$ cat config.mk
export PLATFORM = sky130hd
export DESIGN_NAME = daq_packetizer_flat
export DESIGN_NICKNAME = d
export VERILOG_FILES = /design/src/rtl/axi_if.sv /design/src/rtl/daq_packetizer.sv /design/src/flat_wrapper.sv
export SDC_FILE = /design/constraint.sdc
export NUM_CORES = 1
export LEC_CHECK = 0
export BUFFER_PORTS_ARGS = -buffer_cell sky130_fd_sc_hd__buf_2
export CORE_MARGIN = 10
export CORE_UTILIZATION = 25
export DETAILED_ROUTE_END_ITERATION = 16
export SKIP_LAST_GASP = 1
export SLEW_MARGIN = 20
export SYNTH_ARGS = -nofsm -noshare
export SYNTH_HDL_FRONTEND = slang
export SYNTH_SLANG_ARGS = --single-unit
$ cat constraint.sdc
create_clock -name clk -period 5 [get_ports clk]
set_input_delay 0.25 -clock clk [delete_from_list [all_inputs] [get_ports clk]]
set_output_delay 0.25 -clock clk [all_outputs]
set_load 0.005 [all_outputs]
$ cat src/rtl/axi_if.sv
// AXI-stream beat interface between the packetizer and the downstream FIFO.
interface axi_if #(
    parameter int DATA_W = 32,
    parameter int USER_W = 8
);
    logic              tvalid;
    logic              tready;
    logic [DATA_W-1:0] tdata;
    logic              tlast;
    logic [USER_W-1:0] tuser;

    modport master (output tvalid, tdata, tlast, tuser, input tready);
    modport slave  (input tvalid, tdata, tlast, tuser, output tready);
endinterface

$ cat src/rtl/daq_packetizer.sv
// Frames a free-running ADC sample strobe into AXI-stream packets (header + PKT_LEN payload beats),
// with a one-entry pending register and saturating drop accounting.
module daq_packetizer #(
    parameter int DATA_W   = 32,
    parameter int USER_W   = 8,
    parameter int SAMPLE_W = 16,
    parameter int PKT_LEN  = 64
) (
    input  logic                clk,
    input  logic                rst,
    input  logic                enable,
    input  logic                sample_valid,
    input  logic [SAMPLE_W-1:0] sample_data,
    axi_if.master               m_axi_if,
    output logic [15:0]         drop_count,
    output logic                busy
);
    localparam logic [1:0] ST_IDLE = 2'd0;
    localparam logic [1:0] ST_HDR  = 2'd1;
    localparam logic [1:0] ST_PAY  = 2'd2;

    localparam logic [15:0] PKT_LEN_W = 16'(PKT_LEN);
    localparam logic [15:0] LAST_IDX  = 16'(PKT_LEN - 1);

    logic [1:0]          state_q, state_d;
    logic                tvalid_q, tvalid_d;
    logic [DATA_W-1:0]   tdata_q, tdata_d;
    logic                tlast_q, tlast_d;
    logic [USER_W-1:0]   tuser_q, tuser_d;
    logic [15:0]         seq_q, seq_d;
    logic [15:0]         beat_cnt_q, beat_cnt_d;
    logic                pend_valid_q, pend_valid_d;
    logic [SAMPLE_W-1:0] pend_data_q, pend_data_d;
    logic                drop_flag_q, drop_flag_d;
    logic [15:0]         drop_count_q, drop_count_d;

    logic                pop, can_load, armed;
    logic                hdr_load, pay_ok, pay_load, go_idle;
    logic                pend_used, take_direct, to_pend, drop;
    logic [DATA_W-1:0]   hdr_word, pay_word;

    assign pop      = tvalid_q && m_axi_if.tready;
    assign can_load = !tvalid_q || pop;
    assign armed    = (state_q != ST_IDLE);

    // NOTE: every signal written here gets a default first, so no path leaves one unassigned (no latches).
    always_comb begin
        state_d  = state_q;
        seq_d    = seq_q;
        hdr_load = 1'b0;
        pay_ok   = 1'b0;
        go_idle  = 1'b0;

        case (state_q)
            ST_IDLE: begin
                if (enable) begin
                    hdr_load = 1'b1;
                    state_d  = ST_HDR;
                end
            end
            ST_HDR: begin
                if (pop) begin
                    state_d = ST_PAY;
                    pay_ok  = 1'b1;
                end
            end
            ST_PAY: begin
                // Once PKT_LEN beats are loaded, only the pop of the last one moves us on.
                pay_ok = can_load && (beat_cnt_q != PKT_LEN_W);
                if (pop && tlast_q) begin
                    seq_d = seq_q + 16'd1;
                    if (enable) begin
                        hdr_load = 1'b1;
                        state_d  = ST_HDR;
                    end else begin
                        go_idle = 1'b1;
                        state_d = ST_IDLE;
                    end
                end
            end
            default: state_d = ST_IDLE;
        endcase

        pay_load  = pay_ok && (pend_valid_q || sample_valid);
        pend_used = pay_load && pend_valid_q;

        // A pending slot being drained this cycle can take the incoming sample.
        take_direct = armed && sample_valid && pay_ok && !pend_valid_q;
        to_pend     = armed && sample_valid && !take_direct && (!pend_valid_q || pend_used);
        drop        = armed && sample_valid && !take_direct && !to_pend;

        hdr_word        = '0;
        hdr_word[31:0]  = {seq_d, PKT_LEN_W};
        pay_word        = '0;
        pay_word[SAMPLE_W-1:0] = pend_valid_q ? pend_data_q : sample_data;

        tvalid_d   = tvalid_q;
        tdata_d    = tdata_q;
        tlast_d    = tlast_q;
        tuser_d    = tuser_q;
        beat_cnt_d = beat_cnt_q;
        if (hdr_load) begin
            tvalid_d   = 1'b1;
            tdata_d    = hdr_word;
            tlast_d    = 1'b0;
            tuser_d    = '0;
            tuser_d[0] = 1'b1;
            tuser_d[1] = drop_flag_q;
            beat_cnt_d = '0;
        end else if (pay_load) begin
            tvalid_d   = 1'b1;
            tdata_d    = pay_word;
            tlast_d    = (beat_cnt_q == LAST_IDX);
            tuser_d    = '0;
            beat_cnt_d = beat_cnt_q + 16'd1;
        end else if (pop) begin
            tvalid_d = 1'b0;
        end

        pend_valid_d = pend_valid_q;
        pend_data_d  = pend_data_q;
        if (go_idle) begin
            pend_valid_d = 1'b0;
        end else if (to_pend) begin
            pend_valid_d = 1'b1;
            pend_data_d  = sample_data;
        end else if (pend_used) begin
            pend_valid_d = 1'b0;
        end

        // A drop coinciding with a header load is reported in the following header.
        drop_flag_d  = (hdr_load ? 1'b0 : drop_flag_q) | drop;
        drop_count_d = (drop && (drop_count_q != 16'hFFFF)) ? drop_count_q + 16'd1 : drop_count_q;
    end

    // NOTE: sequential state uses non-blocking assignments only, so every register samples pre-edge values.
    always_ff @(posedge clk or posedge rst) begin
        if (rst) begin
            state_q      <= ST_IDLE;
            tvalid_q     <= 1'b0;
            tdata_q      <= '0;
            tlast_q      <= 1'b0;
            tuser_q      <= '0;
            seq_q        <= '0;
            beat_cnt_q   <= '0;
            pend_valid_q <= 1'b0;
            pend_data_q  <= '0;
            drop_flag_q  <= 1'b0;
            drop_count_q <= '0;
        end else begin
            state_q      <= state_d;
            tvalid_q     <= tvalid_d;
            tdata_q      <= tdata_d;
            tlast_q      <= tlast_d;
            tuser_q      <= tuser_d;
            seq_q        <= seq_d;
            beat_cnt_q   <= beat_cnt_d;
            pend_valid_q <= pend_valid_d;
            pend_data_q  <= pend_data_d;
            drop_flag_q  <= drop_flag_d;
            drop_count_q <= drop_count_d;
        end
    end

    assign m_axi_if.tvalid = tvalid_q;
    assign m_axi_if.tdata  = tdata_q;
    assign m_axi_if.tlast  = tlast_q;
    assign m_axi_if.tuser  = tuser_q;
    assign drop_count      = drop_count_q;
    assign busy            = (state_q != ST_IDLE);
endmodule

$ cat src/flat_wrapper.sv
// flat-port wrapper written by rule: the top's interface ports become plain ports
module daq_packetizer_flat 
#(
    parameter int DATA_W   = 32,
    parameter int USER_W   = 8,
    parameter int SAMPLE_W = 16,
    parameter int PKT_LEN  = 64
)
  (clk, rst, enable, sample_valid, sample_data, drop_count, busy, m_axi_if_tvalid, m_axi_if_tdata, m_axi_if_tlast, m_axi_if_tuser, m_axi_if_tready);
  axi_if #(.DATA_W(DATA_W), .USER_W(USER_W)) m_axi_if_i ();
  input  logic clk;
  input  logic rst;
  input  logic enable;
  input  logic sample_valid;
  input  logic [SAMPLE_W-1:0] sample_data;
  output logic [15:0] drop_count;
  output logic busy;
  output wire logic [$bits(m_axi_if_i.tvalid)-1:0] m_axi_if_tvalid;
  output wire logic [$bits(m_axi_if_i.tdata)-1:0] m_axi_if_tdata;
  output wire logic [$bits(m_axi_if_i.tlast)-1:0] m_axi_if_tlast;
  output wire logic [$bits(m_axi_if_i.tuser)-1:0] m_axi_if_tuser;
  input wire logic [$bits(m_axi_if_i.tready)-1:0] m_axi_if_tready;
  assign m_axi_if_tvalid = m_axi_if_i.tvalid;
  assign m_axi_if_tdata = m_axi_if_i.tdata;
  assign m_axi_if_tlast = m_axi_if_i.tlast;
  assign m_axi_if_tuser = m_axi_if_i.tuser;
  assign m_axi_if_i.tready = m_axi_if_tready;
  daq_packetizer #(.DATA_W(DATA_W), .USER_W(USER_W), .SAMPLE_W(SAMPLE_W), .PKT_LEN(PKT_LEN)) u_core (.clk(clk), .rst(rst), .enable(enable), .sample_valid(sample_valid), .sample_data(sample_data), .m_axi_if(m_axi_if_i), .drop_count(drop_count), .busy(busy));
endmodule
* Word-level counts from Yosys, hierarchy flattened
Cells that the tools add are included.
** Storage, ports and cells
- Flip-flop bits (word level) :: 110
- Bits of input ports :: 21
- Output and inout port bits :: 59
- Word-level logic and storage cells :: 81
** Operators by class
- Add/sub/neg operators :: 3
- Eq/ne operators :: 8
- Mux-type cells :: 31
- Bitwise gates (word level) :: 2
- Reduce and logical (&&, ||, !) cells :: 26
** Operators by type and width (count)
- $mux 16 :: 5
- $mux 32 :: 2
- $add 16x1->16 const B :: 3
- $eq 16x6->1 const B :: 1
- $mux 1 :: 16
- $mux 8 :: 2
- $ne 16x16->1 const B :: 1
- $ne 16x7->1 const B :: 1
- $logic_and 1x1->1 :: 12
- $mux 2 :: 3
- $pmux 2 s3 :: 1
- $reduce_bool 3->1 :: 2
- $logic_not 1->1 :: 4
- $ne 2x1->1 const B :: 2
- $pmux 1 s2 :: 2
- $reduce_bool 2->1 :: 2
- $logic_or 1x1->1 :: 3
- $reduce_and 3->1 :: 1
- $eq 2x1->1 const B :: 1
- $eq 2x2->1 const B :: 1
- $logic_not 2->1 :: 1
- $ne 2x2->1 const B :: 1
- $reduce_and 2->1 :: 1
- $not 1->1 :: 1
- $or 1x1->1 :: 1

* Longest topological paths before layout
- Word-level depth :: 12
- Gate-level depth with buffers :: 10

* Least setup slack after synthesis
OpenSTA, ideal clock, no wires.
- Kind :: register to register
- From :: register u_core.state_q[1]
- To :: register u_core.pend_data_q[10]
- Library setup time :: 0.125 ns
- Data arrival time :: 2.171 ns
- Data required time :: 4.875 ns
- Setup slack :: 2.705 ns
- Stages on the path, launching flop included :: 10
- Path buffers :: 2
- Period minus slack after synthesis :: 2.295 ns
- Path through :: dfrtp_1 inv_1 ha_1 nand3_1 and4_1 buf_2 a21boi_2 mux2_4 buf_4 mux2_2
** On the way
- Word-level cells in the longest chain between the ends :: 8
- Elaborated cells on any way between the ends :: 16
** RTL lines
- from (decl) :: line daq_packetizer.sv:25 : logic [1:0] state_q, state_d;
- from (signal assigned) :: line daq_packetizer.sv:151 : state_q <= state_d;
- $eq 2x2->1 (tied with other cells) :: line daq_packetizer.sv:54 : case (state_q)
- $pmux 1 s2 or $logic_and 1x1->1 (tied branches) :: line daq_packetizer.sv:54, daq_packetizer.sv:88, daq_packetizer.sv:89
- $logic_and 1x1->1 (2 in series) :: line daq_packetizer.sv:88 : take_direct = armed && sample_valid && pay_ok && !pend_valid_q;
- $logic_not 1->1 :: line daq_packetizer.sv:89 : to_pend = armed && sample_valid && !take_direct && (!pend_valid_q || pend_used);
- $logic_and 1x1->1 (2 in series) :: line daq_packetizer.sv:89
- $reduce_and 2->1 (no line) *
- to (signal assigned) :: line daq_packetizer.sv:159 : pend_data_q <= pend_data_d;
- to (decl) :: line daq_packetizer.sv:33 : logic [SAMPLE_W-1:0] pend_data_q, pend_data_d;
Mark *: on every way between the ends. The rest lies on a longest branch, timed or not.
A chain may end at the register's enable or synchronous reset.

* Final worst setup path
- From :: register u_core.pend_valid_q
- To :: register u_core.beat_cnt_q[2]
** On the way
- Word-level cells in the longest chain between the ends :: 3
** RTL lines
- from (decl) :: line daq_packetizer.sv:32 : logic pend_valid_q, pend_valid_d;
- from (signal assigned) :: line daq_packetizer.sv:158 : pend_valid_q <= pend_valid_d;
- $logic_or 1x1->1 :: line daq_packetizer.sv:84 : pay_load = pay_ok && (pend_valid_q || sample_valid);
- $logic_and 1x1->1 :: line daq_packetizer.sv:84
- $reduce_bool 2->1 (no line)
- to (signal assigned) :: line daq_packetizer.sv:157 : beat_cnt_q <= beat_cnt_d;
- to (decl) :: line daq_packetizer.sv:31 : logic [15:0] beat_cnt_q, beat_cnt_d;
No other way between the ends.

==> impl_metrics.csv <==
group,metric,value,unit
route,antenna_left,0,
setup_path,end_kind,"flip-flop",
route,drt_iter0_markers,170,
synthesis,yosys.area.top_type_share,52.71,%
synthesis,synth_top_area_cell,"dfrtp_1",
route,wl_met1,5.586,mm
layout,multi_input_area,2206,um2
floorplan,die_w,160.5,um
grt,antenna_found_initial,1,
synthesis,syn_area_per_cell,10.57,um2
timing,final_hold_viol_count,0,
setup_path,reg2reg_slack,2050,ps
setup_path,start_kind,"flip-flop",
grt,grt_pass1_wl,19.33,mm
synthesis,synth_area_leaders,"dfrtp_1, nand2_1, mux2_2",
clocking,cts-root-buf,"clkbuf_16",
power,power_leakage,2.751,nW
clocking,cts_tree,"done",
run,drv_cap,0,
clocking,htreeDepth,3,
timing,setup_viol,0,
route,topRoutingLayerUsed,"met4",
synthesis,syn_area,4937,um2
layout,drive_gt1_share,23.01,%
synthesis,ys_warn_count,0,
setup_path,crit_arrival,3190,ps
setup_path,crit_end,"u_core.beat_cnt_q[2]$_DFFE_PP0P_",
floorplan,die-area,25770,um2
synthesis,ys_seq_elements,104,
layout,seq_area,2603,um2
layout,nNetsFinal,563,
route,vias_per_cell,4.522,
route,dr_wl_met3,736,um
clocking,cts.path.max_buffers,2,
synthesis,yosysUniqueCellTypes,51,
floorplan,fp.dieH,160.5,um
clocking,clk_latency,360,ps
timing,rsz0062_at_grt,"false",
timing,drv_slew,0,
setup_path,crit_required,5250,ps
route,drc,0,
timing,tns,0,ps
route,drt_pass1_iterations,4,
route,vias,3640,
layout,area_delta_synth_final,18.91,%
clocking,cts_buffers,9,
status,status,"finished, final reports clean",
setup_path,rr_worst_depth,6,
synthesis,synth_edf_count,0,
timing,worst_pin_slew,1055,ps
grt,grt-ovfl-total,0,
synthesis,ys.flop_type,"dfrtp_1",
clocking,clock-sinks,104,
placement,portBuffers,73,
setup_path,critPathKind,"reg -> reg",
timing,holdWs,134.5,ps
floorplan,start_util,25.37,%
placement,gp_congestion,0.7668,
grt,grt_pass1_vias,3722,
setup_path,cp-startpoint,"u_core.pend_valid_q$_DFFE_PP0P_",
synthesis,synth-seq-area-share,52.71,%
setup_path,r2r-start,"u_core.pend_valid_q$_DFFE_PP0P_",
timing,maxClockFrequency,339.5,MHz
floorplan,placementRows,51,
worst_hold_path,hp-class,"in -> reg",
timing,max-slew-margin-rel,29.64,%
power,finalPower,2.423,mW
power,irDropWorstVdd,0.2450,mV
clocking,clk_pin_slew,80,ps
floorplan,ios,80,
setup_path,crit_path_max_fanout,41,
timing,period_share,58.90,%
grt,grtUsageTotal,9.110,%
route,met2WireLength,5.057,mm
route,wl_per_cell,14.30,um
layout,fill_cells,2040,
synthesis,netlist_instances,467,
power,powerDensity,412.7,nW/um2
timing,layout_min_cycle_time,2945,ps
setup_path,r2r-end,"u_core.beat_cnt_q[2]$_DFFE_PP0P_",
placement,dp_hpwl,8.149,mm
grt,grt_max_degree,57,
route,wirelength,11.51,mm
timing,skew,11.38,ps
synthesis,synthArstFlopShare,100.0,%
floorplan,core,19460,um2
clocking,cts_setup_buffers,0,
worst max-delay path, cell delays in order (launching register included):
cell and delay [ps]:
dfrtp_1 1040, nor2_1 170, or4_4 500, a21oi_4 310
buf_4 440, a21oi_1 130, a31o_2 220
cells in the final DEF (no fill, tap or decap), drive strengths merged, types with 7 or more instances in the layout:
cell       n
a211oi    18
a21oi     16
and4       7
buf       77
clkbuf    10
dfrtp    104
ha         8
inv       14
mux2      19
mux2i     16
nand2     57
nand3     22
nand4      8
nor2      33
nor4      13
o21ai     15
o2bb2ai   12
or3        8
xnor2     14
xor2      18
power by group:
group          total [mW]  switching (mW)  internal (mW)
sequential           1.11           0.122          0.984
combinational       0.640           0.362          0.278
clock               0.676           0.332          0.344
synthesized netlist by cell type (all sizes together) (11+ instances only):
cell	n
a211oi	18
a21oi	16
buf	13
clkbuf	14
dfrtp	104
inv	11
mux2	19
mux2i	16
nand2	57
nand3	22
nor2	33
nor4	13
o21ai	15
o2bb2ai	12
xnor2	14
xor2	18
per-layer routing:
metal,vias to the layer above,track usage [%]
li1,1793,-
met1,1759,11.89
met2,77,13.61
met3,11,3.400
met4,0,2.922
met5,-,0
cell families after synthesis:
family	share of synthesized area, %
compound gates	10.24
xor+xnor	5.677
fa+ha+maj	2.027
buf+inv	3.675
flops	52.71
mux	7.653
other cells	0.07595
simple gates	17.94
worst min path at each step:
stage                                                  endpoint            start  slack (ps)  depth (start not counted)
after floorplan              u_core.pend_data_q[10]$_DFFE_PP0P_  sample_data[10]         400                          1
after global placement     u_core.m_axi_if.tdata[0]$_DFFE_PP0P_              rst         380                          2
after detailed placement  u_core.m_axi_if.tdata[31]$_DFFE_PP0P_              rst         370                          2
after CTS                    u_core.pend_data_q[13]$_DFFE_PP0P_  sample_data[13]         120                          2
after global routing         u_core.pend_data_q[14]$_DFFE_PP0P_  sample_data[14]         130                          2
final                        u_core.pend_data_q[14]$_DFFE_PP0P_  sample_data[14]         130                          2
sequential cells by signal, summed over array words and instances, names as in the netlist:
register and cells:
u_core.pend_data_q 16, u_core.drop_count 16, u_core.seq_q 16, u_core.m_axi_if.tvalid 1
u_core.pend_valid_q 1, u_core.beat_cnt_q 16, u_core.m_axi_if.tuser 2, u_core.m_axi_if.tdata 32
u_core.state_q 2, u_core.m_axi_if.tlast 1, u_core.drop_flag_q 1
what timing repair did:
item,CTS,global route
resized for setup,0,0
hold endpoints to repair,47,0
hold buffers,1,0
area by class of cell:
| cell class | instances | share of cell area (%) |
|---|---|---|
| Clock inverter | 6 | 0.8525 |
| Tap cell | 265 | 5.648 |
| Inverter | 11 | 0.7460 |
| Antenna cell | 1 | 0.04263 |
| Timing Repair Buffer | 78 | 6.905 |
| Sequential cell | 104 | 44.33 |
| Multi-Input combinational cell | 330 | 37.57 |
| Clock buffer | 10 | 3.900 |
metrics by stage:
step	cells	cell area, um2	setup slack, ps	utilization, %
2_1_floorplan	472	4956	2018	-
3_3_place_gp	787	5572	2089	28.63
3_5_place_dp	787	5572	2022	28.63
4_1_cts	804	5861	2027	30.11
5_1_grt	804	5868	1799	30.15
6_report	805	5871	2055	30.16
Note: power is estimated with default switching activity, not from simulation.
